===== config.mk =====
export PLATFORM = sky130hd
export DESIGN_NAME = baton_beat_detector
export DESIGN_NICKNAME = d
export VERILOG_FILES = /design/src/rtl/baton_pkg.sv /design/src/rtl/com_moving_average.sv /design/src/rtl/baton_beat_detector.sv
export SDC_FILE = /design/constraint.sdc
export NUM_CORES = 1
export LEC_CHECK = 0
export ABC_AREA = 1
export BUFFER_PORTS_ARGS = -buffer_cell sky130_fd_sc_hd__buf_2
export CORE_MARGIN = 2
export CORE_UTILIZATION = 40
export DETAILED_ROUTE_END_ITERATION = 6
export GPL_ROUTABILITY_DRIVEN = 0
export HOLD_SLACK_MARGIN = 0.15
export MAX_ROUTING_LAYER = met4
export SYNTH_ARGS = -nofsm -noshare
export SYNTH_HDL_FRONTEND = slang
export SYNTH_SLANG_ARGS = --single-unit

===== constraint.sdc =====
create_clock -name clk_camera_in -period 2.9 [get_ports clk_camera_in]
set_input_delay 0.435 -clock clk_camera_in [delete_from_list [all_inputs] [get_ports clk_camera_in]]
set_output_delay 0.435 -clock clk_camera_in [all_outputs]
set_load 0.03 [all_outputs]

===== src/rtl/baton_pkg.sv =====
// ---------------------------------------------------------------------------
// baton_pkg
//
// Shared definitions for the baton beat detector:
//   - state encoding for the turning-point state machine (S_INIT/S_DOWN/S_UP)
//   - beat type encoding (BEAT_TOP / BEAT_BOTTOM)
//   - default reversal deadband and refractory gap
// ---------------------------------------------------------------------------
package baton_pkg;

  // State machine encoding, kept as plain constants so older tools and
  // waveform scripts that expect numeric state codes keep working.
  typedef logic [1:0] state_t;

  localparam state_t S_INIT = 2'd0;
  localparam state_t S_DOWN = 2'd1;
  localparam state_t S_UP   = 2'd2;

  // Beat type as reported on beat_bottom_out.
  localparam logic BEAT_TOP    = 1'b0;
  localparam logic BEAT_BOTTOM = 1'b1;

  // Defaults: 8 px of reversal and 100k cycles between beats.
  localparam int BATON_DEADBAND = 8;
  localparam int BATON_MIN_GAP  = 100_000;

endpackage


===== src/rtl/com_moving_average.sv =====
// ---------------------------------------------------------------------------
// com_moving_average
//
// Boxcar average of the last 2**LOG_DEPTH accepted centre-of-mass samples.
// A shift register holds the window and a running sum is updated by adding
// the new sample and subtracting the one falling out of the window. The
// output strobe only starts once the window has been completely filled
// since reset, so the consumer never sees a partially averaged value.
//
// Ports:
//   clk       : clock
//   rst_n     : asynchronous active-low reset
//   data_in   : sample, DATA_W bits unsigned
//   valid_in  : data_in is valid this cycle
//   data_out  : window average (sum >> LOG_DEPTH), DATA_W bits
//   valid_out : data_out is valid this cycle (one cycle after valid_in)
// ---------------------------------------------------------------------------
module com_moving_average
  import baton_pkg::*;
#(
  parameter int DATA_W    = 11,
  parameter int LOG_DEPTH = 2
) (
  input  logic              clk,
  input  logic              rst_n,
  input  logic [DATA_W-1:0] data_in,
  input  logic              valid_in,
  output logic [DATA_W-1:0] data_out,
  output logic              valid_out
);

  localparam int DEPTH = 1 << LOG_DEPTH;
  localparam int SUM_W = DATA_W + LOG_DEPTH;
  localparam logic [LOG_DEPTH:0] DEPTH_V = (LOG_DEPTH + 1)'(DEPTH);

  logic [DATA_W-1:0]  window [DEPTH];
  logic [SUM_W-1:0]   sum;
  logic [LOG_DEPTH:0] fill;
  logic               full;
  logic               valid_q;

  assign full = (fill == DEPTH_V);

  // Window shift and running sum. The window resets to zero, so the sum is
  // exact even while the window is still filling.
  always_ff @(posedge clk or negedge rst_n) begin
    if (!rst_n) begin
      for (int i = 0; i < DEPTH; i++) begin
        window[i] <= '0;
      end
      sum     <= '0;
      fill    <= '0;
      valid_q <= 1'b0;
    end else begin
      valid_q <= valid_in && (full || (fill == DEPTH_V - 1'b1));
      if (valid_in) begin
        window[0] <= data_in;
        for (int i = 1; i < DEPTH; i++) begin
          window[i] <= window[i-1];
        end
        sum <= sum + SUM_W'(data_in) - SUM_W'(window[DEPTH-1]);
        if (!full) begin
          fill <= fill + 1'b1;
        end
      end
    end
  end

  assign data_out  = sum[SUM_W-1:LOG_DEPTH];
  assign valid_out = valid_q;

endmodule


===== src/rtl/baton_beat_detector.sv =====
// ---------------------------------------------------------------------------
// baton_beat_detector
//
// Finds turning points of the baton's vertical centre of mass using a
// hysteresis deadband and emits a one-cycle beat pulse, the beat type and
// the interval since the previous beat. A refractory gap suppresses beats
// that come too soon after the previous one.
//
// Optional feature: define BATON_SMOOTH_EN to pass samples through a
// 2**LOG_DEPTH boxcar average (com_moving_average) before the state machine.
//
// Ports:
//   clk_camera_in      : sole clock
//   rst_n_in           : asynchronous active-low reset
//   coord_in           : centre-of-mass y coordinate (grows downward)
//   measure_in         : coord_in valid strobe
//   beat_out           : one-cycle pulse on an accepted turning point
//   beat_bottom_out    : type of last beat, 1 = bottom (max y), 0 = top
//   interval_out       : cycles since previous beat, saturating
//   interval_valid_out : set once a second beat has been emitted
// ---------------------------------------------------------------------------
module baton_beat_detector
  import baton_pkg::*;
#(
  parameter int COORD_W    = 11,
  parameter int DEADBAND   = BATON_DEADBAND,
  parameter int MIN_GAP    = BATON_MIN_GAP,
  parameter int INTERVAL_W = 24,
  parameter int LOG_DEPTH  = 2
) (
  input  logic                  clk_camera_in,
  input  logic                  rst_n_in,
  input  logic [COORD_W-1:0]    coord_in,
  input  logic                  measure_in,
  output logic                  beat_out,
  output logic                  beat_bottom_out,
  output logic [INTERVAL_W-1:0] interval_out,
  output logic                  interval_valid_out
);

  // Elaboration-time sanity check: a zero gap would allow back-to-back beats.
  if (MIN_GAP < 1 || DEADBAND < 0 || LOG_DEPTH < 0) begin : g_param_check
    $error("baton_beat_detector: MIN_GAP must be >= 1, DEADBAND and LOG_DEPTH >= 0");
  end

  // One extra bit so that ext + DEADBAND can never wrap.
  localparam logic [COORD_W:0] DB = (COORD_W + 1)'(DEADBAND);

  // Gap comparison width wide enough for both the counter and MIN_GAP.
  localparam int CMP_W = (INTERVAL_W > 32) ? INTERVAL_W + 1 : 33;

  logic [COORD_W-1:0] sample;
  logic               sample_valid;

`ifdef BATON_SMOOTH_EN
  com_moving_average #(
    .DATA_W    (COORD_W),
    .LOG_DEPTH (LOG_DEPTH)
  ) u_smooth (
    .clk       (clk_camera_in),
    .rst_n     (rst_n_in),
    .data_in   (coord_in),
    .valid_in  (measure_in),
    .data_out  (sample),
    .valid_out (sample_valid)
  );
`else
  assign sample       = coord_in;
  assign sample_valid = measure_in;
`endif

  state_t             state, state_next;
  logic [COORD_W-1:0] ext_coord, ext_next;
  logic [COORD_W-1:0] ref_coord, ref_next;
  logic               ref_loaded, ref_loaded_next;
  logic               turn;
  logic               turn_bottom;

  logic [INTERVAL_W-1:0] gap_count;
  logic                  gap_sat;
  logic                  gap_met;
  logic                  beat_seen;
  logic                  emit;

  logic [COORD_W:0] s_x, ext_x, ref_x;

  assign s_x   = {1'b0, sample};
  assign ext_x = {1'b0, ext_coord};
  assign ref_x = {1'b0, ref_coord};

  // Turning-point detection. S_INIT first captures a reference, then waits
  // for a move beyond the deadband to learn the initial direction. S_DOWN
  // tracks the running maximum and S_UP the running minimum; a retreat of
  // strictly more than DEADBAND from the extremum is a turning point.
  always_comb begin
    state_next      = state;
    ext_next        = ext_coord;
    ref_next        = ref_coord;
    ref_loaded_next = ref_loaded;
    turn            = 1'b0;
    turn_bottom     = BEAT_TOP;
    if (sample_valid) begin
      case (state)
        S_INIT: begin
          if (!ref_loaded) begin
            ref_next        = sample;
            ext_next        = sample;
            ref_loaded_next = 1'b1;
          end else if (s_x > ref_x + DB) begin
            state_next = S_DOWN;
            ext_next   = sample;
          end else if (s_x + DB < ref_x) begin
            state_next = S_UP;
            ext_next   = sample;
          end
        end
        S_DOWN: begin
          if (s_x > ext_x) begin
            ext_next = sample;
          end else if (s_x + DB < ext_x) begin
            turn        = 1'b1;
            turn_bottom = BEAT_BOTTOM;
            state_next  = S_UP;
            ext_next    = sample;
          end
        end
        S_UP: begin
          if (s_x < ext_x) begin
            ext_next = sample;
          end else if (s_x > ext_x + DB) begin
            turn        = 1'b1;
            turn_bottom = BEAT_TOP;
            state_next  = S_DOWN;
            ext_next    = sample;
          end
        end
        default: begin
          state_next = S_INIT;
        end
      endcase
    end
  end

  // The very first beat after reset has no previous beat to be too close to,
  // so it bypasses the refractory check.
  assign gap_sat = &gap_count;
  assign gap_met = !beat_seen || (CMP_W'(gap_count) >= CMP_W'(MIN_GAP));
  assign emit    = turn && gap_met;

  // State, extremum and reference registers.
  always_ff @(posedge clk_camera_in or negedge rst_n_in) begin
    if (!rst_n_in) begin
      state      <= S_INIT;
      ext_coord  <= '0;
      ref_coord  <= '0;
      ref_loaded <= 1'b0;
    end else begin
      state      <= state_next;
      ext_coord  <= ext_next;
      ref_coord  <= ref_next;
      ref_loaded <= ref_loaded_next;
    end
  end

  // Gap counter and beat outputs. A suppressed turning point leaves the
  // outputs and the counter alone; only an emitted beat restarts the count.
  always_ff @(posedge clk_camera_in or negedge rst_n_in) begin
    if (!rst_n_in) begin
      gap_count          <= '0;
      beat_seen          <= 1'b0;
      beat_out           <= 1'b0;
      beat_bottom_out    <= 1'b0;
      interval_out       <= '0;
      interval_valid_out <= 1'b0;
    end else begin
      beat_out <= emit;
      if (emit) begin
        gap_count       <= '0;
        interval_out    <= gap_count;
        beat_bottom_out <= turn_bottom;
        beat_seen       <= 1'b1;
        if (beat_seen) begin
          interval_valid_out <= 1'b1;
        end
      end else if (!gap_sat) begin
        gap_count <= gap_count + 1'b1;
      end
    end
  end

endmodule


# --- Yosys cells after proc, flatten, opt, wreduce, memory -nomap -nowiden ---
# Cells that the tools add are included.
totals:
  memories: 0
  ram_bits: 0
  latchBits: 0
  output_inout_bits: 27
  input_bits: 14
  rom_bits: 0
  ff_bits: 77
classes:
  n_div: 0
  magnitude_cmp: 7
  bitwise: 1
  shift: 0
  eq_ne: 12
  muxes: 26
  multipliers: 0
  reduce_logical: 11
  addsub: 4
op_table:
  columns: ["operator", "count"]
  rows:
  - ["11-bit 2-to-1 mux", 7]
  - ["24-bit 2-to-1 mux", 2]
  - ["11-bit by 4-bit adder with 12-bit output, second input constant", 3]
  - ["11-bit one-hot mux with 3 select lines", 1]
  - ["24-bit by 1-bit adder with 24-bit output, second input constant", 1]
  - ["24-bit by 17-bit >= comparator with 1-bit output, second input constant", 1]
  - ["11-bit by 12-bit greater-than comparator with 1-bit output", 2]
  - ["12-bit by 11-bit < comparator with 1-bit output", 2]
  - ["24-bit AND reduction", 1]
  - ["2-bit 2-to-1 mux", 7]
  - ["11-bit greater-than comparator", 1]
  - ["11-bit < comparator", 1]
  - ["2-bit != test, second input constant", 5]
  - ["3-bit != test, second input constant", 3]
  - ["1-bit 2-to-1 mux", 7]
  - ["7-bit AND reduction", 1]
  - ["2-bit one-hot mux with 3 select lines", 1]
  - ["5-bit AND reduction", 1]
  - ["4-bit != test, second input constant", 1]
  - ["2-bit AND reduction", 2]
  - ["3-bit AND reduction", 1]
  - ["3-bit nonzero test", 1]
  - ["2-bit by 1-bit equality test with 1-bit output, second input constant", 1]
  - ["2-bit equality test, second input constant", 1]
  - ["7 further kinds", 7]

# --- Longest topological paths before layout ---
# Gate-level depths: netlist of the first run.
depth:
  depth_word: 8
  ltp_mapped: 19
  ltp_nobuf: 18

# --- Worst setup path before layout of the first run ---
# OpenSTA, ideal clock, no wires.
synth_path:
  kind: "input to register"
  startpoint: "in coord_in[3]"
  endpoint: "reg gap_count[5]"
  setup_slack_ns: 0.185
  cell_stages: 17
  setup_time_ns: 0.112
  arrival_ns: 2.603
  cell_sequence: "inv_1 -> nor3_1 -> nand3_1 -> nor3_1 -> xor2_1 -> ha_1 -> and3_1 -> nand2_1 -> nand3b_1 -> nor2_2 -> nand3_2 -> nand2_4 -> nand3_2 -> buf_6 -> buf_6 -> nand2_1 -> inv_2"
synth_via:
  elab_chain_len: 8
  word_cells_on_any_way: 14
  cone_classes: "add/sub (1); order compare (4); eq/ne (1); mux (7); reduce/logical (1)"
synth_rtl:
  columns: ["element", "line", "rtl"]
  rows:
  - ["start: declaration", "baton_beat_detector.sv:33", "input logic [COORD_W-1:0] coord_in,"]
  - ["11-bit by 4-bit adder with 12-bit output", "baton_beat_detector.sv:120", "end else if (s_x + DB < ext_x) begin"]
  - ["12-bit by 11-bit < comparator with 1-bit output", "baton_beat_detector.sv:120", null]
  - ["1-bit 2-to-1 mux", "baton_beat_detector.sv:120", null]
  - ["1-bit 2-to-1 mux", "baton_beat_detector.sv:118", "if (s_x > ext_x) begin"]
  - ["1-bit one-hot mux with 2 select lines (*)", "baton_beat_detector.sv:103", "case (state)"]
  - ["1-bit 2-to-1 mux (*)", "baton_beat_detector.sv:102", "if (sample_valid) begin"]
  - ["1-bit logical AND (*)", "baton_beat_detector.sv:148", "assign emit = turn && gap_met;"]
  - ["2-bit by 1-bit != test with 1-bit output (no source line) / 24-bit 2-to-1 mux (equally long branches)", null, null]
  - ["end signal: assignment", "baton_beat_detector.sv:186", "gap_count <= gap_count + 1'b1;"]
  - ["end: declaration", "baton_beat_detector.sv:79", "logic [INTERVAL_W-1:0] gap_count;"]
# Mark *: on every way between the ends. The rest lies on a longest branch, timed or not.
# A chain may end at the register's enable or synchronous reset.

# --- Worst setup path after layout of the first run ---
layout_path:
  startpoint: "reg ext_coord[4]"
  endpoint: "reg gap_count[15]"
layout_via:
  elab_chain_len: 8
  word_cells_on_any_way: 14
  cone_classes: "add/sub (1); order compare (4); eq/ne (1); mux (7); reduce/logical (1)"
layout_rtl:
  columns: ["element", "line", "rtl"]
  rows:
  - ["start: declaration", "baton_beat_detector.sv:73", "logic [COORD_W-1:0] ext_coord, ext_next;"]
  - ["start signal: assignment", "baton_beat_detector.sv:159", "ext_coord <= ext_next;"]
  - ["11-bit by 4-bit adder with 12-bit output", "baton_beat_detector.sv:130", "end else if (s_x > ext_x + DB) begin"]
  - ["11-bit by 12-bit greater-than comparator with 1-bit output", "baton_beat_detector.sv:130", null]
  - ["1-bit 2-to-1 mux", "baton_beat_detector.sv:130", null]
  - ["1-bit 2-to-1 mux", "baton_beat_detector.sv:128", "if (s_x < ext_x) begin"]
  - ["1-bit one-hot mux with 2 select lines (*)", "baton_beat_detector.sv:103", null]
  - ["1-bit 2-to-1 mux (*)", "baton_beat_detector.sv:102", null]
  - ["1-bit logical AND (*)", "baton_beat_detector.sv:148", null]
  - ["net emit", "baton_beat_detector.sv:83", "logic emit;"]
  - ["2-bit by 1-bit != test with 1-bit output (no source line) / 24-bit 2-to-1 mux (equally long branches)", null, null]
# The timed path passes the listed nets; every way through them passes the cells marked *.

==> results of run 1 <==
[cell usage after synthesis (all sizes together)]
cell    number
a21o         1
a21oi       24
a31o         1
and3         3
buf         10
clkbuf       7
clkinv       1
dfrtp       77
ha          55
inv        121
nand2      230
nand3       48
nand3b       2
nand4       47
nor2        51
nor3        14
nor4         3
o211ai       2
o21a         2
o21ai       19
o21bai       3
o41ai        1
or2          1
xnor2        5
xor2        22
[worst max-delay path by stage]
stage                                         from                   endpoint  cells past startpoint
after CTS                 ref_coord[3]$_DFFE_PN0P_   ext_coord[5]$_DFFE_PN0P_                     15
final                     ext_coord[4]$_DFFE_PN0P_  gap_count[15]$_DFFE_PN0P_                     16
after global routing      ext_coord[5]$_DFFE_PN0P_  gap_count[17]$_DFFE_PN0P_                     16
after floorplan                        coord_in[3]   gap_count[5]$_DFFE_PN0P_                     17
after detailed placement               coord_in[3]  gap_count[15]$_DFFE_PN0P_                     17
after global placement                 coord_in[3]  gap_count[15]$_DFFE_PN0P_                     17
[per-layer routing]
metal	vias to the layer above	part of all wire [%]	GRT usage (%)
met3	10	4.6	4.01
met1	2309	50	28.9
li1	2542	-	-
met5	-	0	-
met4	0	1.1	6.61
met2	67	45	30.5
[metrics by stage]
step	instance area [sq um]	worst slack [ns]
global route	6410	-0.0322
global placement	6010	-0.0188
floorplan	5450	0.185
finish	6410	0.212
CTS	6340	0.0405
detailed placement	6010	-0.0947
[where the power goes]
group	switching (mW)	total [mW]	internal, mW	leakage (nW)
clock network	0.507	1.23	0.725	0.158
logic	1.32	2.05	0.734	2.51
registers	0.236	1.54	1.30	0.985
total	2.06	4.82	2.76	3.65
[cell families (layout without fill, tap and decap cells)]
group                    Yosys count  after routing
AO/OA/AOI/OAI                     53             53
XOR/XNOR                          27             27
adder cells (fa/ha/maj)           55             55
buffers and inverters            139            207
flip-flops                        77             77
AND/OR/NAND/NOR                  399            399
[layout make-up]
type                       instances  area, sq um  share of cell area, %
inverter                         122          458                   7.14
sequential                        77         1930                   30.1
multi-input combinational        534         3030                   47.3
clock buffer                      11          253                   3.94
timing repair buffer              69          450                   7.03
clock inverter                     5         67.6                   1.05
tap                              176          220                   3.44
[sequential cells by signal, summed over array words and instances (netlist names)]
name,cells
interval_valid_out,1
gap_count,24
beat_out,1
ref_coord,11
beat_seen,1
ref_loaded,1
ext_coord,11
state,2
interval_out,24
beat_bottom_out,1
[repair_timing]
| action | CTS | global route |
|---|---|---|
| gates cloned | 0 | 1 |
| hold buffers | 0 | 0 |
| resized for setup | 2 | 10 |
| endpoints found under the setup margin | 15 | 65 |
==> flow_summary.toml, run 1 <==
[sta]
hold_violations = 0
hold_ws_ns = 0.259
skew_ns = 0.0112
setup_violations = 0
setup_tns_ns = 0
period_share_pct = 92.7
worst_pin_slew_ns = 1.03
max_freq_mhz = 372
period_minus_slack_ns = 2.69
maxSlewHeadroom_pct = 31.5
drv_slew = 0

[floorplan]
coreArea_sq_um = 13300
die_h_um = 121
die_width_um = 121
die_area_sq_um = 14600
initial_core_util_pct = 41.0
rows = 42
ios = 41

[layout]
final_nets = 882
final_core_util_pct = 48.2
layout_commonest_cell = "nand2_1"
layout_common_cells = "nand2_1, inv_1, dfrtp_1"
final_cells = 994
antennaDiodeCount = 0
final_layout_size_suffix_gt1_share_pct = 13.7
area_growth_pct = 17.6
nFillCells = 1277

[clock_tree]
cts_tree = "yes"
clock_path_buffers = 2
cts_max_level = 3
clock_sinks = 77
clk_pin_slew_ns = 0.06
post_cts_buffers = 0
clockRootBuffer = "clkbuf_16"
insertion_delay_ns = 0.36
cts_buffers = 9

[worst_setup_path]
start_kind = "flip-flop"
crit_slowest_cell = "dfrtp_1"
r2r-end = "gap_count[15]$_DFFE_PN0P_"
cp_top_family = "simple AND/OR/NAND/NOR gates"
worstReg2RegStart = "ext_coord[4]$_DFFE_PN0P_"
timing_worst_setup_path_type = "reg -> reg"
critPathMaxFanout = 25
slowest_delay_ns = 0.37
cp_num_buf_inv = 3
crit_required_ns = 3.14
critical_path.cell_chain = "inv_1 > nor3_4 > nand3_2 > nor3_2 > xor2_1 > ha_1 > nand3_1 > nor3_2 > nand3_1 > nand2_1 > nand4_1 > nand2_4 > nand3_2 > buf_12 > inv_1 > nor2_1"
regToRegSetupSlack_ns = 0.21
worstPathArrival_ns = 2.93
crit_path_end_kind = "flip-flop"
rr_worst_depth = 16

[place]
io_buffers = 40
dp_cells = 977
dp_hpwl_um = 10100

[routing]
via_per_inst = 4.96
ant_nets = 0
drt_first_pass_iters = 4
vias = 4928
drtIter0Drc = 247
avgRoutedWirePerCell_um = 13.9
drt-total-wl_um = 13800
drc = 0

[yosys]
synth_area_sq_um = 5450
yosys.area_share.simple_pct = 32.3
synth.avg_cell_area_sq_um = 7.27
post_synth_xor_area_fraction_pct = 4.34
synth_compound_area_share_pct = 5.37
ys_seq_elements = 77
synth_nets = 819
yosys_warnings = 0
synth_area_leader_cell = "dfrtp_1"
synth_top_area_share_pct = 35.4
ys_types = 32
synth_top_family_by_area = "simple AND/OR/NAND/NOR gates"
synth_adder_area_share_pct = 12.6
postSynthCellCount = 750
ys_seq_area_share_pct = 35.4
synth_mux_area_share_pct = 0
synth_area_leaders = "dfrtp_1, nand2_1, ha_1, inv_1, nand4_1"

[global_routing]
track_usage_pct = 20.7
grt_pass1_vias = 4839
overflow = 0
grt_pass1_wl_um = 23200
antenna_found_initial = 0
grt_start_max_net_pins = 78

[power]
powerDensity_nw_per_um2 = 752
leakage_nw = 3.65
fin_total_pwr_mw = 4.82
ir_drop_mv = 0.448

[status]
status = "finished, final reports clean"

[run]
max_cap_viol_count = 0

[min_path]
hold_class = "in -> async"
No activity file was read; power rests on OpenSTA's default activity.
==> inputs of run 2 (changes only) <==
--- a/config.mk
+++ b/config.mk
@@ -6,13 +6,16 @@
 export NUM_CORES = 1
 export LEC_CHECK = 0
 export ABC_AREA = 1
-export BUFFER_PORTS_ARGS = -buffer_cell sky130_fd_sc_hd__buf_2
+export BUFFER_PORTS_ARGS = -buffer_cell sky130_fd_sc_hd__buf_4
+export CELL_PAD_IN_SITES_DETAIL_PLACEMENT = 1
+export CELL_PAD_IN_SITES_GLOBAL_PLACEMENT = 1
 export CORE_MARGIN = 2
 export CORE_UTILIZATION = 40
 export DETAILED_ROUTE_END_ITERATION = 6
 export GPL_ROUTABILITY_DRIVEN = 0
 export HOLD_SLACK_MARGIN = 0.15
 export MAX_ROUTING_LAYER = met4
+export PLACE_DENSITY_LB_ADDON = 0.1
 export SYNTH_ARGS = -nofsm -noshare
 export SYNTH_HDL_FRONTEND = slang
 export SYNTH_SLANG_ARGS = --single-unit
==> flow_summary.toml, run 2 (same netlist as run 1, synthesis figures left out) <==
[worst_setup_path]
start_kind = "flip-flop"
worstReg2RegStart = "ext_coord[3]$_DFFE_PN0P_"
worst_path_most_repeated_cell = "nand3_2"
crit_path_end_kind = "flip-flop"
crit_start = "ext_coord[3]$_DFFE_PN0P_"
critical_path.cell_chain = "buf_4 > ha_2 > nand3_2 > nor2_4 > xor2_1 > ha_1 > nand3_2 > nor3_2 > buf_4 > nand3_2 > nand2_2 > nand4_1 > nand2_4 > nand3_4 > clkbuf_16 > nand2_1 > nand2_1"
endpoint = "interval_out[4]$_DFFE_PN0P_"
crit_required_ns = 3.14
worstPathArrival_ns = 3.11
r2r-end = "interval_out[4]$_DFFE_PN0P_"
crit_slowest_cell = "dfrtp_1"
rr_worst_depth = 17
regToRegSetupSlack_ns = 0.03
slowest_delay_ns = 0.40
timing_worst_setup_path_type = "reg -> reg"
critPathMaxFanout = 6

[clock_tree]
clock_path_buffers = 2
clock_sinks = 77
clk_pin_slew_ns = 0.06
clockRootBuffer = "clkbuf_16"
cts_hold_buf = 0
cts_buffers = 9
insertion_delay_ns = 0.35
cts_max_level = 3
cts_tree = "yes"

[global_routing]
grt_pass1_vias = 5452
grt_start_max_net_pins = 78
track_usage_pct = 24.2
overflow = 0
antenna_found_initial = 0
grt_pass1_wl_um = 27200

[sta]
setup_violations = 0
rsz0062_at_grt = "true"
period_minus_slack_ns = 2.87
drv_slew = 0
max_freq_mhz = 349
period_share_pct = 98.9
setup_tns_ns = 0
maxSlewHeadroom_pct = 32.0
skew_ns = 0.00992
worst_pin_slew_ns = 1.02
hold_violations = 0

[routing]
drt_first_pass_iters = 4
drc = 0
via_per_inst = 5.14
drtIter0Drc = 175
ant_nets = 0
vias = 5191
avgRoutedWirePerCell_um = 16.4
drt-total-wl_um = 16600

[place]
dp_cells = 981
io_buffers = 40
dp_hpwl_um = 12300

[min_path]
hold_class = "in -> async"

[floorplan]
initial_core_util_pct = 41.0
ios = 41
rows = 42
die_area_sq_um = 14600
die_h_um = 121
coreArea_sq_um = 13300
die_width_um = 121

[layout]
final_nets = 898
final_layout_size_suffix_gt1_share_pct = 20.6
antennaDiodeCount = 0
layout_common_cells = "nand2_1, inv_1, dfrtp_1, buf_4, ha_1"
layout_commonest_cell = "nand2_1"
final_cells = 1010
largest_registers = "gap_count (24), interval_out (24)"
area_growth_pct = 25.6
final_core_util_pct = 51.5

[power]
powerDensity_nw_per_um2 = 739
ir_drop_mv = 0.598
fin_total_pwr_mw = 5.06
leakage_nw = 3.77

[status]
status = "finished, final reports clean"

[run]
max_cap_viol_count = 0
run 2: cell count changes in the layout (fill, tap and decap cells not counted), moves of 2 or more:
cell        before  now
buf_2           39    0
buf_4           28   77
buf_6            0    2
clkbuf_16       10   12
clkinv_4         3    1
clkinvlp_4       0    2
inv_1          113  109
inv_2            8   11
inv_6            0    3
nand2_1        227  192
nand2_2          2   28
nand2_4          1   10
nand3_1         42   40
run 2: power breakdown:
group / total (mW) / switching, mW / internal (mW)
clock network: 1.12 / 0.485 / 0.634
logic: 2.36 / 1.46 / 0.901
registers: 1.59 / 0.283 / 1.30
total: 5.06 / 2.22 / 2.84
run 2: how the worst min path moves through the flow:
stage	start	to	slack [ns]	cells past startpoint
global placement	interval_valid_out$_DFFE_PN0P_	interval_valid_out$_DFFE_PN0P_	0.45	2
CTS	rst_n_in	ref_coord[7]$_DFFE_PN0P_	0.31	1
finish	rst_n_in	ref_coord[7]$_DFFE_PN0P_	0.22	1
floorplan	rst_n_in	beat_bottom_out$_DFFE_PN0P_	0.14	0
detailed placement	interval_out[12]$_DFFE_PN0P_	interval_out[12]$_DFFE_PN0P_	0.46	2
global route	rst_n_in	ref_coord[7]$_DFFE_PN0P_	0.33	1
run 2: critical path, delay by kind of cell (launching register included):
kind	cells	cell delay [ns]
and+or+nand+nor	11	1.14
buffers and inverters	3	0.55
adders and majority gates	2	0.52
DFF	1	0.40
xor gates and xnor gates	1	0.14
run 2: per-layer routing:
layer  vias to the layer above  part of all wire, %  GRT usage, %
met5                         -                    0             -
met4                         0                  1.1          6.47
met3                        17                  3.3          2.83
met2                        74                   46          37.1
met1                      2523                   50          34.2
li1                       2577                    -             -
run 2: repair_timing:
item                                    CTS  global route
pin swaps                                 3            12
endpoints found under the setup margin   61            63
setup buffers                             4             5
gates cloned                              1             3
gates resized for setup                   5            67
run 2: stage by stage:
stage | cell area [sq um] | hold slack, ns | worst slack [ns]
floorplan | 5450 | 0.139 | 0.185
global placement | 6150 | 0.453 | 0.0367
detailed placement | 6150 | 0.459 | -0.142
finish | 6850 | 0.217 | 0.0308
global route | 6850 | 0.334 | -0.108
CTS | 6530 | 0.308 | 0.00396
run 2: final cells by class:
type                            count  area [sq um]
Fill cell                        1686          6450
Tap cell                          176           220
Inverter                          122           463
Timing Repair Buffer               85           743
Clock inverter                      5          41.3
Clock buffer                       11           253
Sequential cell                    77          1930
Multi-Input combinational cell    534          3200
==> inputs of run 3 (changes only) <==
--- a/config.mk
+++ b/config.mk
@@ -15,7 +15,7 @@
 export GPL_ROUTABILITY_DRIVEN = 0
 export HOLD_SLACK_MARGIN = 0.15
 export MAX_ROUTING_LAYER = met4
-export PLACE_DENSITY_LB_ADDON = 0.1
+export PLACE_DENSITY = 0.78
 export SYNTH_ARGS = -nofsm -noshare
 export SYNTH_HDL_FRONTEND = slang
 export SYNTH_SLANG_ARGS = --single-unit
==> flow_summary.toml, run 3 (same netlist as run 1, synthesis figures left out) <==
[floorplan]
ios = 41
coreArea_sq_um = 13300
die_width_um = 121
rows = 42
die_h_um = 121
initial_core_util_pct = 41.0
die_area_sq_um = 14600

[clock_tree]
clockRootBuffer = "clkbuf_16"
insertion_delay_ns = 0.35
clock_path_buffers = 2
clk_pin_slew_ns = 0.07
clock_sinks = 77
cts_tree = "yes"
cts_buffers = 9
cts_max_level = 3

[status]
status = "finished, final reports clean"

[routing]
ant_nets = 0
drt_first_pass_iters = 5
drt-total-wl_um = 17600
drtIter0Drc = 361
drc = 0
via_per_inst = 5.35
vias = 5383
avgRoutedWirePerCell_um = 17.5

[sta]
setup_ws_ns = 0.0148
period_share_pct = 99.5
drv_slew = 0
setup_violations = 0
hold_violations = 0
maxSlewHeadroom_pct = 40.4
skew_ns = 0.00847
period_minus_slack_ns = 2.89
rsz0062_at_grt = "true"
max_freq_mhz = 347
worst_pin_slew_ns = 0.892

[global_routing]
overflow = 0
antenna_found_initial = 0
track_usage_pct = 25.8
grt_pass1_vias = 5663
grt_start_max_net_pins = 53
grt_pass1_wl_um = 28800

[power]
ir_drop_mv = 0.337
leakage_nw = 3.72
powerDensity_nw_per_um2 = 773

[worst_setup_path]
start_kind = "flip-flop"
critPathMaxFanout = 12
worst_path_most_repeated_cell = "nand3_2"
crit_path_end_kind = "flip-flop"
timing_worst_setup_path_type = "reg -> reg"
slowest_delay_ns = 0.39
worstPathArrival_ns = 3.12
cp_num_buf_inv = 3
worstReg2RegStart = "ext_coord[3]$_DFFE_PN0P_"
critical_path.cell_chain = "inv_2 > nor3_4 > nand3_2 > nor3_2 > xor2_1 > ha_1 > nand3_2 > nor3_2 > buf_4 > nand3_2 > nand2_2 > nand4_1 > nand2_4 > nand3_4 > clkbuf_16 > nand2_1 > nand2_1"
rr_worst_depth = 17
r2r-end = "interval_out[12]$_DFFE_PN0P_"
cp_top_family = "simple AND/OR/NAND/NOR gates"
crit_slowest_cell = "dfrtp_1"
crit_required_ns = 3.14
regToRegSetupSlack_ns = 0.01

[layout]
nFillCells = 1706
final_nets = 894
multiInputGateArea_sq_um = 3100
largest_registers = "gap_count (24), interval_out (24)"
final_core_util_pct = 50.2
area_growth_pct = 22.5
layout_common_cells = "nand2_1, inv_1, dfrtp_1"
antennaDiodeCount = 0
regArea_sq_um = 1930
layout_commonest_cell = "nand2_1"
final_layout_size_suffix_gt1_share_pct = 17.7

[run]
max_cap_viol_count = 0

[min_path]
hold_class = "in -> async"

[place]
dp_hpwl_um = 12900
io_buffers = 40
dp_slack_ns = -0.173
run 3: changes by cell type in the layout (fill, tap and decap cells not counted), moves of 2 or more:
cell | previous run | this run
buf_4 | 77 | 75
clkbuf_16 | 12 | 10
clkbuf_8 | 2 | 0
nand2_1 | 192 | 214
nand2_2 | 28 | 14
nand2_4 | 10 | 2
nor3_2 | 1 | 3
run 3: timing repair:
| item | in CTS | in global routing |
|---|---|---|
| endpoints found under the setup margin | 50 | 65 |
| pin swaps | 0 | 7 |
| cloned | 0 | 2 |
| buffers inserted | 0 | 3 |
| gates resized for setup | 5 | 40 |
| hold buffers | 0 | 0 |
run 3: worst max path at each step:
| stage | startpoint | endpoint | cells past startpoint |
|---|---|---|---|
| 2_1_floorplan | coord_in[3] | gap_count[5]$_DFFE_PN0P_ | 17 |
| 3_3_place_gp | ext_coord[3]$_DFFE_PN0P_ | gap_count[14]$_DFFE_PN0P_ | 17 |
| 3_5_place_dp | coord_in[3] | interval_out[8]$_DFFE_PN0P_ | 17 |
| 4_1_cts | ext_coord[3]$_DFFE_PN0P_ | gap_count[17]$_DFFE_PN0P_ | 17 |
| 5_1_grt | ext_coord[3]$_DFFE_PN0P_ | gap_count[2]$_DFFE_PN0P_ | 17 |
| 6_report | ext_coord[3]$_DFFE_PN0P_ | interval_out[12]$_DFFE_PN0P_ | 17 |
run 3: worst register-to-register path: stages (launching register included):
cell       delay (ns)
dfrtp_1          0.39
inv_2            0.07
nor3_4           0.22
nand3_2          0.12
nor3_2           0.22
xor2_1           0.10
ha_1             0.33
nand3_2          0.11
nor3_2           0.11
buf_4            0.14
nand3_2          0.08
nand2_2          0.09
nand4_1          0.16
nand2_4          0.14
nand3_4          0.14
clkbuf_16        0.22
nand2_1          0.06
nand2_1          0.05
run 3: where the power goes:
group	switching [mW]	internal (mW)	leakage [nW]
Sequential	0.283	1.30	0.983
Combinational	1.52	0.863	2.58
Clock	0.517	0.681	0.149
Total	2.32	2.85	3.72
run 3: layout make-up:
class	instances	area share (%)
Clock inverter	7	1.20
Timing Repair Buffer	81	9.88
Multi-Input combinational cell	534	46.5
Sequential cell	77	28.9
Clock buffer	9	3.37
Tap cell	176	3.30
Inverter	122	6.90
run 3: per-stage QoR:
step	cells	setup TNS (ns)	power, mW	area (sq um)	hold slack (ns)
after detailed placement	985	-8.28	3.77	6160	0.464
after global placement	985	0	3.61	6160	0.449
after floorplan	750	0	2.94	5450	0.139
final	1006	0	5.16	6680	0.158
after CTS	1001	0	5.03	6490	0.182
after global routing	1006	-7.54	5.54	6680	0.217
run 3: routing by layer:
| metal | GRT usage [%] | up-vias | part of all wire (%) |
|---|---|---|---|
| met1 | 33.8 | 2659 | 45 |
| met2 | 41.8 | 138 | 48 |
| met3 | 3.49 | 22 | 4.9 |
| li1 | - | 2564 | - |
| met4 | 7.78 | 0 | 1.6 |
| met5 | - | - | 0 |
